--- config.mk ---
export PLATFORM = sky130hd
export DESIGN_NAME = flag_unit
export DESIGN_NICKNAME = d
export VERILOG_FILES = /design/src/rtl/flag_unit.sv
export SDC_FILE = /design/constraint.sdc
export NUM_CORES = 1
export LEC_CHECK = 0
export CAP_MARGIN = 20
export CORE_MARGIN = 10
export CORE_UTILIZATION = 49
export CTS_BUF_LIST = sky130_fd_sc_hd__clkbuf_8
export DETAILED_ROUTE_END_ITERATION = 6
export GPL_ROUTABILITY_DRIVEN = 0
export GPL_TIMING_DRIVEN = 0
export HOLD_SLACK_MARGIN = 0.02
export PLACE_DENSITY_LB_ADDON = 0.2
export SETUP_SLACK_MARGIN = 0.05
export SLEW_MARGIN = 15
export SYNTH_ARGS = -nofsm -noshare
export SYNTH_HDL_FRONTEND = slang
export SYNTH_SLANG_ARGS = --single-unit
--- constraint.sdc ---
create_clock -name clk -period 1.8 [get_ports clk]
set_input_delay 0.36 -clock clk [delete_from_list [all_inputs] [get_ports clk]]
set_output_delay 0.36 -clock clk [all_outputs]
set_load 0.02 [all_outputs]
--- src/rtl/flag_unit.sv ---
// flag_unit
//   Producer side of the branch-condition interface. Computes Zero/Overflow/
//   Negative for the execute-stage ALU result, tracks flag-setting entries
//   through MEM and WB, commits them architecturally at WB, and drives a
//   bypassed flags bus (youngest in-flight value wins per bit) to the branch
//   resolver. Multi-cycle flag-setting ops hold flags_ready low until their
//   result arrives on mc_done.
//
// Ports
//   clk, rst_n        clock, asynchronous active-low reset
//   ex_valid          EX instruction valid
//   ex_upd[2:0]       per-flag update mask {Z,V,N}
//   ex_sub            subtract (B operand inverted for the overflow rule)
//   ex_a_msb/ex_b_msb operand MSBs (B before inversion)
//   ex_result         ALU result
//   ex_mc             instruction is multi-cycle
//   mc_done           one-cycle pulse: multi-cycle result present on EX inputs
//   stall             freeze EX/MEM/WB advance
//   flush             kill EX and MEM entries
//   flags[3:0]        registered bypassed flags {0,Z,V,N}
//   flags_ready       all older flag-setting instructions are resolved
//   arch_flags[3:0]   committed flags {0,Z,V,N}
module flag_unit #(
  parameter int WIDTH = 16
) (
  input  logic             clk,
  input  logic             rst_n,
  input  logic             ex_valid,
  input  logic [2:0]       ex_upd,
  input  logic             ex_sub,
  input  logic             ex_a_msb,
  input  logic             ex_b_msb,
  input  logic [WIDTH-1:0] ex_result,
  input  logic             ex_mc,
  input  logic             mc_done,
  input  logic             stall,
  input  logic             flush,
  output logic [3:0]       flags,
  output logic             flags_ready,
  output logic [3:0]       arch_flags
);

  typedef enum logic {
    ST_IDLE    = 1'b0,
    ST_WAIT_MC = 1'b1
  } state_t;

  // {Z,V,N} for one ALU result; overflow uses the effective (possibly inverted) B sign.
  function automatic logic [2:0] calc_zvn(input logic [WIDTH-1:0] res,
                                          input logic a_msb,
                                          input logic b_msb,
                                          input logic sub);
    logic b_eff;
    b_eff       = b_msb ^ sub;
    calc_zvn[2] = (res == {WIDTH{1'b0}});
    calc_zvn[1] = (a_msb == b_eff) && (res[WIDTH-1] != a_msb);
    calc_zvn[0] = res[WIDTH-1];
  endfunction

  // Replace only the bits selected by upd.
  function automatic logic [2:0] overlay(input logic [2:0] base,
                                         input logic [2:0] upd,
                                         input logic [2:0] val);
    overlay = (base & ~upd) | (val & upd);
  endfunction

  state_t     state_r;
  state_t     state_nxt_s;
  logic [2:0] mask_r;
  logic       hold_valid_r;
  logic [2:0] hold_zvn_r;
  logic       ready_r;

  logic       mem_valid_r;
  logic [2:0] mem_upd_r;
  logic [2:0] mem_zvn_r;
  logic       wb_valid_r;
  logic [2:0] wb_upd_r;
  logic [2:0] wb_zvn_r;
  logic [2:0] arch_r;
  logic [3:0] flags_r;

  logic [2:0] ex_zvn_s;
  logic       ex_ent_valid_s;
  logic [2:0] ex_ent_upd_s;
  logic [2:0] ex_ent_zvn_s;
  logic       mc_start_s;
  logic       hold_load_s;
  logic       advance_s;
  logic [2:0] merge_wb_s;
  logic [2:0] merge_mem_s;
  logic [2:0] merge_all_s;

  assign ex_zvn_s = calc_zvn(ex_result, ex_a_msb, ex_b_msb, ex_sub);
  // Flush overrides stall: the pipe moves so WB can still commit.
  assign advance_s = !stall || flush;

  // FSM state register plus multi-cycle mask, stalled-result hold and ready flag.
  always_ff @(posedge clk or negedge rst_n) begin
    if (!rst_n) begin
      state_r      <= ST_IDLE;
      mask_r       <= 3'b000;
      hold_valid_r <= 1'b0;
      hold_zvn_r   <= 3'b000;
      ready_r      <= 1'b1;
    end else begin
      state_r <= state_nxt_s;
      ready_r <= (state_nxt_s == ST_IDLE);
      if (mc_start_s) begin
        mask_r <= ex_upd;
      end else begin
        mask_r <= mask_r;
      end
      // Hold register only survives while stalled and not flushed.
      if (flush || !stall) begin
        hold_valid_r <= 1'b0;
      end else if (hold_load_s) begin
        hold_valid_r <= 1'b1;
        hold_zvn_r   <= ex_zvn_s;
      end else begin
        hold_valid_r <= hold_valid_r;
      end
    end
  end

  // Next-state logic.
  always_comb begin
    state_nxt_s = state_r;
    case (state_r)
      ST_IDLE: begin
        if (mc_start_s) begin
          state_nxt_s = ST_WAIT_MC;
        end else begin
          state_nxt_s = ST_IDLE;
        end
      end
      ST_WAIT_MC: begin
        if (flush) begin
          state_nxt_s = ST_IDLE;
        end else if (ex_ent_valid_s && !stall) begin
          state_nxt_s = ST_IDLE;
        end else begin
          state_nxt_s = ST_WAIT_MC;
        end
      end
      default: begin
        state_nxt_s = ST_IDLE;
      end
    endcase
  end

  // Per-state outputs: the effective EX entry and FSM control strobes.
  always_comb begin
    ex_ent_valid_s = 1'b0;
    ex_ent_upd_s   = 3'b000;
    ex_ent_zvn_s   = ex_zvn_s;
    mc_start_s     = 1'b0;
    hold_load_s    = 1'b0;
    case (state_r)
      ST_IDLE: begin
        if (ex_valid && (ex_upd != 3'b000) && !flush) begin
          if (ex_mc) begin
            // Result not available yet; no entry until mc_done.
            mc_start_s = !stall;
          end else begin
            ex_ent_valid_s = 1'b1;
            ex_ent_upd_s   = ex_upd;
          end
        end else begin
          mc_start_s = 1'b0;
        end
      end
      ST_WAIT_MC: begin
        if (flush) begin
          ex_ent_valid_s = 1'b0;
        end else if (hold_valid_r) begin
          ex_ent_valid_s = 1'b1;
          ex_ent_upd_s   = mask_r;
          ex_ent_zvn_s   = hold_zvn_r;
        end else if (mc_done) begin
          ex_ent_valid_s = 1'b1;
          ex_ent_upd_s   = mask_r;
          hold_load_s    = stall;
        end else begin
          ex_ent_valid_s = 1'b0;
        end
      end
      default: begin
        ex_ent_valid_s = 1'b0;
      end
    endcase
  end

  // Bypass merge: architectural state overlaid by WB, MEM, then EX (youngest last).
  always_comb begin
    merge_wb_s  = wb_valid_r ? overlay(arch_r, wb_upd_r, wb_zvn_r) : arch_r;
    merge_mem_s = (mem_valid_r && !flush) ? overlay(merge_wb_s, mem_upd_r, mem_zvn_r)
                                          : merge_wb_s;
    merge_all_s = ex_ent_valid_s ? overlay(merge_mem_s, ex_ent_upd_s, ex_ent_zvn_s)
                                 : merge_mem_s;
  end

  // MEM/WB pipeline registers and architectural commit.
  always_ff @(posedge clk or negedge rst_n) begin
    if (!rst_n) begin
      mem_valid_r <= 1'b0;
      mem_upd_r   <= 3'b000;
      mem_zvn_r   <= 3'b000;
      wb_valid_r  <= 1'b0;
      wb_upd_r    <= 3'b000;
      wb_zvn_r    <= 3'b000;
      arch_r      <= 3'b000;
    end else if (advance_s) begin
      if (wb_valid_r) begin
        arch_r <= overlay(arch_r, wb_upd_r, wb_zvn_r);
      end else begin
        arch_r <= arch_r;
      end
      wb_valid_r  <= mem_valid_r && !flush;
      wb_upd_r    <= mem_upd_r;
      wb_zvn_r    <= mem_zvn_r;
      mem_valid_r <= ex_ent_valid_s;
      mem_upd_r   <= ex_ent_upd_s;
      mem_zvn_r   <= ex_ent_zvn_s;
    end else begin
      mem_valid_r <= mem_valid_r;
      wb_valid_r  <= wb_valid_r;
      arch_r      <= arch_r;
    end
  end

  // Registered bypassed flags bus (one cycle behind the merge).
  always_ff @(posedge clk or negedge rst_n) begin
    if (!rst_n) begin
      flags_r <= 4'b0000;
    end else begin
      flags_r <= {1'b0, merge_all_s};
    end
  end

  assign flags       = flags_r;
  assign flags_ready = ready_r;
  assign arch_flags  = {1'b0, arch_r};

endmodule

=== Yosys cells after proc, flatten, opt, wreduce, memory -nomap -nowiden ===
Cells that the tools add are included.
W data, S select, Z words.

* Word-level logic and storage cells: 74
* Output and inout port bits: 9
* Input port bits: 29
* Register bits: 29

* Reduce and logical (&&, ||, !) cells: 12
* Multiplexer cells: 31
* Eq/ne operators: 2
* Bitwise logic cells: 16

{| class="wikitable"
|+ Operator list
! kind !! number
|-
| $mux W3 || 11
|-
| $and A3 B3 Y3 || 6
|-
| $mux W1 || 17
|-
| $logic_not A16 Y1 || 1
|-
| $not A3 Y3 || 3
|-
| $or A3 B3 Y3 || 3
|-
| $pmux W3 S2 || 1
|-
| $logic_and A1 B1 Y1 || 5
|-
| $pmux W1 S2 || 2
|-
| $not A1 Y1 || 3
|-
| $reduce_bool A3 Y1 || 1
|-
| $logic_not A1 Y1 || 2
|-
| $reduce_and A2 Y1 || 1
|-
| $reduce_bool A2 Y1 || 1
|-
| $eq A1 B1 Y1 || 1
|-
| $logic_or A1 B1 Y1 || 1
|-
| $ne A1 B1 Y1 || 1
|-
| $xor A1 B1 Y1 || 1
|}

=== Depth between registers and ports, before layout ===
* Word-level depth: 10
* Gate-level depth with buffers: 4
* Mapped depth without buffers: 4

=== Worst setup path after synthesis ===
No wires, ideal clock.

* Path kind: flip-flop to flip-flop
* Start point: reg state_r
* End point: reg mask_r[0]
* Clock period less this slack: 1.366 ns
* Arrival: 1.241 ns
* Buffers on the path: 0
* Library setup time: 0.125 ns
* Stages on the path, launching flop included: 5
* Path slack: 0.434 ns
* Data required time: 1.675 ns
* Path through: dfrtp_1 > nor2_2 > o311ai_2 > nor3b_4 > mux2_2

* Longest elaborated chain between the ends: 1

{| class="wikitable"
|+ Ends and longest elaborated chain
! element !! line !! text
|-
| start: declaration || 67 || <nowiki>state_t state_r;</nowiki>
|-
| start signal: assignment || 107 || <nowiki>state_r <= state_nxt_s;</nowiki>
|-
| $mux W1 || 159 || <nowiki>case (state_r)</nowiki>
|-
| end signal: assignment || 110 || <nowiki>mask_r <= ex_upd;</nowiki>
|-
| end signal: assignment || 112 || <nowiki>mask_r <= mask_r;</nowiki>
|-
| end: declaration || 69 || <nowiki>logic [2:0] mask_r;</nowiki>
|}

No other way between the ends.
A chain may end at the register's enable or synchronous reset.

=== Worst setup path in the final report ===
* Start point: reg arch_r[1]
* End point: out arch_flags[1]

{| class="wikitable"
|+ RTL lines
! element !! line !! text
|-
| start: declaration || 80 || <nowiki>logic [2:0] arch_r;</nowiki>
|-
| start signal: assignment || 215 || <nowiki>arch_r <= overlay(arch_r, wb_upd_r, wb_zvn_r);</nowiki>
|-
| start signal: assignment || 217 || <nowiki>arch_r <= arch_r;</nowiki>
|-
| start signal: assignment || 228 || <nowiki>arch_r <= arch_r;</nowiki>
|-
| end: declaration || 40 || <nowiki>output logic [3:0] arch_flags</nowiki>
|}

No word-level cell between the ends.

==> results.yml <==
cts:
  cts_max_path_buffers: 2
  cts_sinks: 29
  cts_tree: "yes"
  path_clk_slew_ps: 60
  htreeDepth: 2
  root_buffer: "clkbuf_8"
  clk_latency_ps: 280
  numCtsBuffers: 5
  ctsHoldBuffers: 0
grt:
  grt_max_degree: 30
  grt_pass1_wl_um: 5060
  grt_usage_pct: 11.8
  first_global_vias: 1118
  overflow: 0
  antenna_found_initial: 0
floorplan:
  fp.dieH_um: 73.4
  dieArea_sq_um: 5380
  num_rows: 19
  start_util_pct: 51.1
  io_pins: 38
  die_x_um: 73.4
  core_area_sq_um: 2730
min_path:
  hold_path_class: "in2async"
synth:
  synth_edf_count: 0
  synth_top_area_cell: "dfrtp_1"
  ys_ff_latch: 29
  synthesis.area_sq_um: 1400
  synth-main-ff-cell: "dfrtp_1"
  yosys-top-cells-area: "dfrtp_1, mux2_2, mux2i_1"
  synthCells: 114
  synthDominantCellAreaShare_pct: 50.2
  synth-seq-area-share_pct: 52.1
  yosysWarnings: 0
  syn_avg_cell_area_sq_um: 12.2
  async_flop_share_pct: 100
  synth_cell_types: 31
finish:
  layout_commonest_cell: "clkdlybuf4s50_1"
  syn_to_final_growth_pct: 35.1
  fillers: 226
  drive_above_1_share_pct: 25.3
  fin_nets: 186
  final_core_util_pct: 69.0
  antennaDiodeCount: 0
  mostFrequentLayoutCells: "clkdlybuf4s50_1, dfrtp_1, mux2_2"
  final_cell_area_sq_um: 1890
  instances_no_fill: 189
worst_setup_path:
  crit_required_ps: 1440
  crit_chain: "clkdlybuf4s50_1"
  path_delay_family: "buffers and inverters"
  max_stage_delay_ps: 610
  cp-end-kind: "primary output"
  critPathMaxFanout: 3
  critPathSlowestCell: "clkdlybuf4s50_1"
  path_class: "reg2out"
  start_kind: "flip-flop"
  cp_num_buf_inv: 1
  arrival_ps: 1260
placed_design:
  placed_area_sq_um: 1780
  post-dp-hpwl_um: 2360
  dp.cells: 181
  io_buffers: 35
detailed_routing:
  totalWireLength_um: 3030
  vias: 1046
  firstDrtPassIters: 6
  wl_met2_um: 1500
  postRouteAntennaNets: 0
  top_layer: "met4"
  route.detailed.drc: 0
  wl_met3_um: 253
  wire_per_inst_um: 16.0
  wl_met1_um: 1230
  first_iter_violations: 57
  via_per_inst: 5.53
power:
  vdd_ir_drop_max_uv: 824
  p_per_area_nw_per_um2: 962
  leakage_uw: 0.000872
job:
  drv_cap: 0
timing:
  fin_skew_ps: 6.69
  slew_headroom_pct: 58.8
  min_period_over_period_pct: 90.0
  rsz0062_at_grt: "false"
  drv_slew: 0
  worstMarginPinSlew_ps: 618
  setup_viol: 0
  period_minus_slack_ps: 1620
  hold_violations: 0
  max_freq_mhz: 617
  setup_tns_ps: 0
status:
  status: "finished, final reports clean"
==> sequential cells by signal, summed over array words and instances, names as in the netlist <==
| signal | count |
|---|---|
| mem_upd_r | 3 |
| hold_zvn_r | 3 |
| wb_upd_r | 3 |
| hold_valid_r | 1 |
| state_r | 1 |
| mem_valid_r | 1 |
| arch_r | 3 |
| wb_valid_r | 1 |
| mem_zvn_r | 3 |
| flags_ready | 1 |
| wb_zvn_r | 3 |
| mask_r | 3 |
| flags | 3 |
==> Yosys cell counts, types with 2 or more instances <==
library cell	number
nand3_1	3
nor2_1	7
nor4_1	4
nand2b_1	4
a21oi_1	6
buf_4	3
dfrtp_1	28
nand2_1	7
a32oi_1	3
nor2_2	2
mux2i_1	11
mux2_2	17
==> worst paths after layout <==
path | slack, ps | depth (start not counted) | startpoint | endpoint
max in group asynchronous | 1300 | 1 | rst_n | flags[0]
worst max register to register | 310 | 4 | state_r | mask_r[0]
worst min-delay path | 90 | 1 | rst_n | arch_r[1]
worst max-delay path | 180 | 1 | arch_r[1] | arch_flags[1]
worst min register to register | 500 | 1 | mem_zvn_r[1] | wb_zvn_r[1]
min in group clk | 460 | 2 | flush | wb_valid_r
==> metal layers <==
| layer | vias up | track usage (%) |
|---|---|---|
| li1 | 503 | - |
| met1 | 507 | 12.9 |
| met2 | 29 | 19.2 |
| met3 | 7 | 5.65 |
| met4 | 0 | 4.97 |
| met5 | - | 0 |
==> cell type report <==
cell class	count	area (sq um)	share of cell area, %
Clock buffer	7	96.3	5.11
Inverter	1	3.75	0.199
Timing Repair Buffer	35	347	18.4
Clock inverter	1	5.00	0.265
Multi-Input combinational cell	81	642	34.0
Sequential cell	29	727	38.5
Buffer	4	27.5	1.46
Tap cell	31	38.8	2.06
==> through the flow <==
step	setup slack (ps)	hold slack, ps	total power, uW
global route	136	139	1900
detailed placement	-193	417	1250
global placement	-162	489	1240
CTS	101	111	1840
floorplan	434	64.4	1030
finish	180	88.0	1810
==> timing repair <==
action                                  in CTS  in global routing
gates resized for setup                      1                  1
endpoints found under the hold margin        0                  0
setup buffers                                0                  0
endpoints found under the setup margin       1                  6
pin swaps                                    0                  0
==> cells by family (layout without fill, tap and decap cells) <==
| kind of cell | Yosys count | in the layout | synth area share [%] |
|---|---|---|---|
| other cells | 1 | 2 | 0.269 |
| xor+xnor | 1 | 1 | 0.627 |
| compound gates | 15 | 15 | 7.89 |
| flops | 29 | 29 | 52.1 |
| buf+inv | 5 | 48 | 2.24 |
| mux | 28 | 28 | 21.6 |
| simple gates | 35 | 35 | 15.3 |
==> power by group <==
part / switching [uW] / internal, uW
Combinational: 182 / 240
Clock: 239 / 345
Sequential: 57.2 / 753
No activity file was read; power rests on OpenSTA's default activity.
